==> src/rtl/imem_pkg.sv <==
// imem_pkg: shared state encoding and sizing constants for the instruction-memory boot loader
package imem_pkg;
  typedef enum logic [2:0] {LEN_LO, LEN_HI, DATA, DONE, ERROR} state_t;
  localparam int WORD_SIZE_POW = 2;
  localparam int WORD_SIZE = 1 << WORD_SIZE_POW;
  localparam int HDR_BYTES = 2;
endpackage

==> src/rtl/byte_word_packer.sv <==
// byte_word_packer: assembles little-endian bytes into words and emits each as a one-cycle registered pulse
module byte_word_packer
  import imem_pkg::*;
(
  input  logic                      clk,
  input  logic                      rst_n,
  input  logic                      clr,
  input  logic [7:0]                byte_data,
  input  logic                      byte_en,
  output logic [WORD_SIZE*8-1:0]    word,
  output logic                      word_valid
);
  logic [1:0]                   lane;
  logic [(WORD_SIZE-1)*8-1:0]   asm_q;
  always_ff @(posedge clk or negedge rst_n) begin
    if (!rst_n) begin
      lane       <= '0;
      asm_q      <= '0;
      word       <= '0;
      word_valid <= 1'b0;
    end else begin
      word_valid <= 1'b0;
      if (clr) begin
        lane <= '0;
      end else if (byte_en) begin
        lane <= lane + 2'd1;
        if (lane == 2'(WORD_SIZE - 1)) begin
          word       <= {byte_data, asm_q};
          word_valid <= 1'b1;
        end else begin
          asm_q[{lane, 3'b000} +: 8] <= byte_data;
        end
      end
    end
  end
endmodule

==> src/rtl/imem_boot_loader.sv <==
// imem_boot_loader: loads a length-prefixed byte image into instruction memory, then releases the core
module imem_boot_loader
  import imem_pkg::*;
#(
  parameter int ADDR_WIDTH    = 64,
  parameter int DATA_WIDTH    = 32,
  parameter int MEM_DEPTH_POW = 10
) (
  input  logic                  clk_in,
  input  logic                  rst_n_in,
  input  logic [7:0]            byte_in,
  input  logic                  byte_valid_in,
  output logic                  byte_ready_out,
  input  logic                  start_in,
  input  logic [ADDR_WIDTH-1:0] fetch_addr_in,
  output logic [ADDR_WIDTH-1:0] mem_addr_out,
  output logic                  wr_en_out,
  output logic [DATA_WIDTH-1:0] wr_data_out,
  output logic                  core_rst_n_out,
  output logic                  done_out,
  output logic                  error_out
);
  localparam int IW = MEM_DEPTH_POW + 1;
  state_t                   state, nxt;
  logic [7:0]               hdr_lo;
  logic [HDR_BYTES*8-1:0]   hdr;
  logic [IW-1:0]            word_index, n_words;
  logic [WORD_SIZE*8-1:0]   word;
  logic                     acc, restart, last;
  assign acc     = byte_valid_in && byte_ready_out;
  assign restart = (state == DONE || state == ERROR) && start_in;
  assign hdr     = {byte_in, hdr_lo};
  assign last    = (word_index + IW'(1)) == n_words;
  byte_word_packer u_packer (
    .clk       (clk_in),
    .rst_n     (rst_n_in),
    .clr       (restart),
    .byte_data (byte_in),
    .byte_en   (acc && state == DATA),
    .word      (word),
    .word_valid(wr_en_out)
  );
  assign wr_data_out = DATA_WIDTH'(word);
  always_ff @(posedge clk_in or negedge rst_n_in) begin
    if (!rst_n_in) state <= LEN_LO;
    else           state <= nxt;
  end
  always_comb begin
    nxt = state;
    case (state)
      LEN_LO:      if (acc) nxt = LEN_HI;
      LEN_HI:      if (acc) nxt = (hdr == '0) ? DONE :
                                  (32'(hdr) > (32'd1 << MEM_DEPTH_POW)) ? ERROR : DATA;
      DATA:        if (wr_en_out && last) nxt = DONE;
      DONE, ERROR: if (start_in) nxt = LEN_LO;
      default:     nxt = LEN_LO;
    endcase
  end
  always_comb begin
    byte_ready_out = state == LEN_LO || state == LEN_HI || state == DATA;
    core_rst_n_out = state == DONE;
    done_out       = state == DONE;
    error_out      = state == ERROR;
    mem_addr_out   = (state == DONE) ? fetch_addr_in : ADDR_WIDTH'(word_index) << WORD_SIZE_POW;
  end
  // word_index holds the address of the pending write and advances once that write has issued
  always_ff @(posedge clk_in or negedge rst_n_in) begin
    if (!rst_n_in) begin
      hdr_lo     <= '0;
      n_words    <= '0;
      word_index <= '0;
    end else begin
      if (state == LEN_LO && acc) hdr_lo <= byte_in;
      if (state == LEN_HI && acc) n_words <= IW'(hdr);
      if (restart)        word_index <= '0;
      else if (wr_en_out) word_index <= word_index + IW'(1);
    end
  end
endmodule

==> config.mk <==
export PLATFORM = sky130hd
export DESIGN_NAME = imem_boot_loader
export DESIGN_NICKNAME = d
export VERILOG_FILES = /design/src/rtl/imem_pkg.sv /design/src/rtl/byte_word_packer.sv /design/src/rtl/imem_boot_loader.sv
export SDC_FILE = /design/constraint.sdc
export NUM_CORES = 1
export LEC_CHECK = 0
export CORE_MARGIN = 2
export CORE_UTILIZATION = 45
export DETAILED_ROUTE_END_ITERATION = 7
export PLACE_DENSITY = 0.84
export SLEW_MARGIN = 20
export SYNTH_ARGS = -nofsm -noshare
export SYNTH_HDL_FRONTEND = slang
export SYNTH_SLANG_ARGS = --single-unit
==> constraint.sdc <==
create_clock -name clk_in -period 2.15 [get_ports clk_in]
set_input_delay 0.43 -clock clk_in [delete_from_list [all_inputs] [get_ports clk_in]]
set_output_delay 0.43 -clock clk_in [all_outputs]
set_load 0.05 [all_outputs]
Word level (Yosys, flattened, before mapping)
Cells that the tools add are included.

operators by class
  magnitude comparators = 1
  equality and inequality tests = 10
  mux-type cells = 16
  reductions and logical operators = 17
  $add $sub $neg = 3
  shifts and indexed selects = 2
  bitwise operators = 2

operators with widths
  operator                number
  $mux 64                 1
  $bwmux 24               1
  $shift 8x7->24 const A  1
  $shiftx 8x7->24         1
  $mux 11                 2
  $mux 3                  6
  $gt 16x11->1 const B    1
  $logic_not 16->1        1
  $pmux 3 s4              1
  $add 11x1->11 const B   1
  $eq 11x11->1            1
  $ne 2x2->1 const B      4
  $neg 5->7               1
  $eq 3x2->1 const B      2
  $logic_and 1x1->1       6
  $reduce_and 3->1        2
  $mux 2                  2
  $reduce_and 4->1        1
  $reduce_bool 2->1       2
  $eq 3x1->1 const B      1
  $eq 3x3->1 const B      1
  $logic_not 3->1         1
  $logic_or 1x1->1        3
  $mux 1                  3
  other kinds (4)         5

word-level totals
  register bits after elaboration = 92
  word-level logic and storage cells = 59
  output and inout bits = 101

Depth between registers and ports, before layout
Gate-level depths: netlist of the first run.

  word-level depth = 7
  depth in mapped cells = 8
  depth with buffers taken out = 7

Cells and area by module
From an unflattened synthesis of the first run, not the netlist that was laid out.

second synthesis, totals
  cells, all modules = 404
  area, all modules = 4,678.2 µm²

modules (own cells, without submodules)
  module            cells an instance  sequential area each (µm²)  area each (µm²)  instances
  imem_boot_loader  256                825.8                       2,378.5          1
  byte_word_packer  148                1,476.4                     2,299.7          1

Worst setup path before layout of the first run
OpenSTA, ideal clock, no wires.

  kind = register to output
  start = reg state[1]
  end = out mem_addr_out[4]
  setup slack = -0.749 ns
  required time = 1.720 ns
  path buffers = 3
  arrival = 2.469 ns
  cell stages (with the launch flop) = 6
  cell sequence = dfrtp_1 -> buf_2 -> and3_1 -> buf_2 -> clkbuf_1 -> o21ai_0

between the ends
  cells in the longest elaborated chain, start to end = 2

RTL lines
  item                    RTL line                source
  from (decl)             imem_boot_loader.sv:24  state_t state, nxt;
  from (signal assigned)  imem_boot_loader.sv:46  else state <= nxt;
  $eq 3x2->1              --
  via core_rst_n_out      imem_boot_loader.sv:19  output logic core_rst_n_out,
  $mux 64                 imem_boot_loader.sv:64  mem_addr_out = (state == DONE) ? fetch_addr_in : ADDR_WIDTH'(word_index) << WORD_SIZE_POW;
  to (decl)               imem_boot_loader.sv:16  output logic [ADDR_WIDTH-1:0] mem_addr_out,

The timed path passes the listed nets, and every way through them passes these cells.

Worst setup path in the final report of the first run
  start = reg state[2]
  end = out mem_addr_out[6]

between the ends
  cells in the longest elaborated chain, start to end = 2

RTL lines
  item        RTL line
  $eq 3x2->1  imem_boot_loader.sv:64
  $mux 64     imem_boot_loader.sv:64

No other way between the ends.

==> run_results.csv, run 1 <==
group,metric,value,unit
run_status,outcome,"finished, final reports clean",
cts,htree_levels,3,
synthesis,syn_nets,529,
synthesis,synth-compound-area-share,6.72,%
critical_path,critPathRequiredTime,1.72,ns
sta,drv_slew,0,
die,die_x,106,um
die,die_height,106,um
synthesis,syn_area,4670,um^2
cts,cts_root_buffer,"clkbuf_8",
synthesis,yosys_warnings,0,
critical_path,crit_path_start_kind,"register",
synthesis,synth_mux_area_share,15.4,%
cts,cts_hold_buf,0,
die,core_area,10200,um^2
final_layout,nFillCells,662,
critical_path,crit_path_end_kind,"output pin",
synthesis,synth_top_family_by_area,"simple AND/OR/NAND/NOR gates",
sta,finClkSkew,0.00743,ns
pwr,p_total,6.30,mW
grt,grt_usage,24.7,%
route,via_count,4100,
die,row_count,37,
synthesis,ys.flop_type,"dfrtp_1",
cts,clk_pin_slew,0.09,ns
sta,fin_hold_ws,0.0782,ns
synthesis,syn_inst,447,
place,place.gp.congestion,0.829,
cts,cts_tree,"built",
grt,grt_pass1_vias,4204,
pwr,powerDensity,840,nW/um^2
final_layout,diodes,0,
grt,grt_max_degree,52,
die,design.die.area,11200,um^2
synthesis,synth.distinct_cells,44,
sta,relSlewSlack,55.6,%
die,io_pins,177,
sta,hold_violations,0,
grt,antenna_found_initial,0,
cts,cts_sinks,92,
synthesis,synth-seq-cells,92,
sta,max_freq,477,MHz
route,postRouteAntennaNets,0,
place,dp_hpwl,10200,um
die,initial_utilization,45.9,%
synthesis,synthArstFlopShare,100,%
grt,grt_pass1_wl,21900,um
grt,grt-ovfl-total,0,
final_layout,nets,718,
route,route.detailed.drc,0,
place,port_buffers,176,
sta,rsz0062_at_grt,"yes",
sta,finalCriticalPeriod,2.10,ns
route,dr.pass1.iters,4,
synthesis,avgSynthCellArea,10.5,um^2
sta,worst_pin_slew,0.665,ns
final_layout,area_delta_synth_final,60.4,%
cts,clk_latency,0.36,ns
cts,cts_buffers,9,
final_layout,drive_gt1_share,30.3,%
pwr,leakagePower,3.27,nW
worst_hold_path,hp-class,"in -> async",
critical_path,crit_type,"reg -> out",
synthesis,synthXorXnorAreaFrac,4.12,%
pwr,vdd_drop_max,535,uV
route,route.final.wire_length,13700,um
final_layout,finish.utilization,73.6,%
critical_path,path_max_fanout,7,
synthesis,synth-edff-count,0,
synthesis,synthSimpleGateAreaFrac,19.4,%
critical_path,critPathArrivalTime,1.67,ns
route,drt_iter0_markers,238,
route,routedWlPerCell,17.7,um
synthesis,synthAdderAreaFrac,1.61,%
cts,clock_path_buffers,2,
sta,period_share,97.6,%
synthesis,seq_area_frac_synth,49.3,%
job,drv_cap,0,
route,via_per_inst,5.28,
sta,finalSetupViolations,0,
## cell type report
cell class	count	area (um^2)	share of cell area, %
clock buffers	10	128	1.70
clock inverters	6	71.3	0.952
flip-flops and latches	92	2300	30.7
well taps	136	170	2.27
repair buffers	202	2530	33.8
inverters	10	37.5	0.501
multi-input cells	321	2250	30.1
## final timing paths
kind	startpoint	end	slack [ns]	cells after the start
hold / removal	rst_n_in	u_packer.asm_q[16]	0.08	1
setup reg to reg	word_index[0]	state[0]	0.09	7
max in group asynchronous	rst_n_in	u_packer.asm_q[8]	1.42	2
min in group clk_in	u_packer.asm_q[3]	u_packer.asm_q[3]	0.49	2
setup / recovery	state[2]	mem_addr_out[6]	0.05	4
hold reg to reg	u_packer.asm_q[3]	u_packer.asm_q[3]	0.49	2
## layout by cell type (no fill, tap or decap), drive strengths merged, types with 7 or more instances in the layout
master         count
clkdlybuf4s50    106
buf               96
dfrtp             92
nand2             67
mux2              62
and2              53
o21ai             28
nor2              19
xor2              12
inv               12
xnor2             10
clkbuf            10
nand4              8
nor3               7
## kinds of logic after synthesis
family	after synthesis
buffers and inverters	35
flip-flops	92
multiplexers	64
AND/OR/NAND/NOR	177
AO/OA/AOI/OAI	51
XOR/XNOR	22
adder cells (fa/ha/maj)	6
## registers in the layout, indices dropped and copies added (netlist names)
register             cells
u_packer.word           32
u_packer.asm_q          24
n_words                 11
word_index              11
hdr_lo                   8
state                    3
u_packer.lane            2
u_packer.word_valid      1
## synth_stat cells (2+ instances only)
master | number | area (um^2)
a21oi_1 | 5 | 25.0
a311oi_1 | 2 | 17.5
a31oi_1 | 4 | 25.0
and2_1 | 53 | 332
buf_2 | 8 | 40.0
buf_4 | 5 | 37.5
clkbuf_1 | 11 | 41.3
dfrtp_1 | 92 | 2300
ha_1 | 6 | 75.1
inv_1 | 9 | 33.8
mux2_2 | 62 | 698
mux2i_1 | 2 | 20.0
nand2_1 | 67 | 251
nand3_1 | 5 | 25.0
nand3b_1 | 2 | 15.0
nand4_1 | 8 | 50.1
nor2_1 | 19 | 71.3
nor3_1 | 6 | 30.0
nor3b_1 | 3 | 22.5
nor4_1 | 3 | 18.8
o21ai_0 | 28 | 140
o22ai_1 | 2 | 12.5
o311ai_0 | 2 | 17.5
or3_1 | 3 | 18.8
xnor2_1 | 10 | 87.6
xor2_1 | 12 | 105
## per-layer routing
| layer | share of wire [%] | vias up | GRT usage [%] |
|---|---|---|---|
| li1 | - | 1906 | - |
| met5 | 0 | - | 0 |
| met4 | 2.0 | 0 | 6.95 |
| met2 | 53 | 147 | 42.4 |
| met3 | 4.7 | 32 | 4.90 |
| met1 | 40 | 2015 | 31.8 |
## report_power, final
| group | internal (mW) | total [mW] | leakage, nW | switching (mW) |
|---|---|---|---|---|
| Combinational | 1.21 | 2.61 | 1.94 | 1.40 |
| Sequential | 2.06 | 2.49 | 1.23 | 0.430 |
| Clock | 0.548 | 1.19 | 0.0935 | 0.640 |
## what timing repair did
action | 4_1_cts | 5_1_grt
gates cloned | 1 | 0
endpoints found under the setup margin | 64 | 4
resized for setup | 2 | 6
pin swaps | 1 | 0
buffers inserted | 1 | 0
## per-stage QoR
stage,area [um^2],setup TNS (ns),std cells,setup slack (ns)
after floorplan,4690,-0.235,447,-0.235
after global placement,7260,0,759,0.146
after detailed placement,7260,0,759,0.0626
after CTS,7480,0,777,0.00239
after global routing,7490,-0.0511,777,-0.0457
final,7490,0,777,0.0514
## worst max-delay path, cell delays in order (launching register included)
cell and delay (ns):
dfrtp_1 0.40, inv_2 0.09, and3_4 0.26, mux2_2 0.36, buf_4 0.19
Power figures use the tool's default switching activity.
==> run 2: changes to the inputs <==
--- a/config.mk
+++ b/config.mk
@@ -9,7 +9,7 @@
 export CORE_UTILIZATION = 45
 export DETAILED_ROUTE_END_ITERATION = 7
 export PLACE_DENSITY = 0.84
-export SLEW_MARGIN = 20
+export SLEW_MARGIN = 15
 export SYNTH_ARGS = -nofsm -noshare
 export SYNTH_HDL_FRONTEND = slang
 export SYNTH_SLANG_ARGS = --single-unit
==> results of run 2 <==
Same layout as run 1: the final DEF is identical, and so are final timing and power.
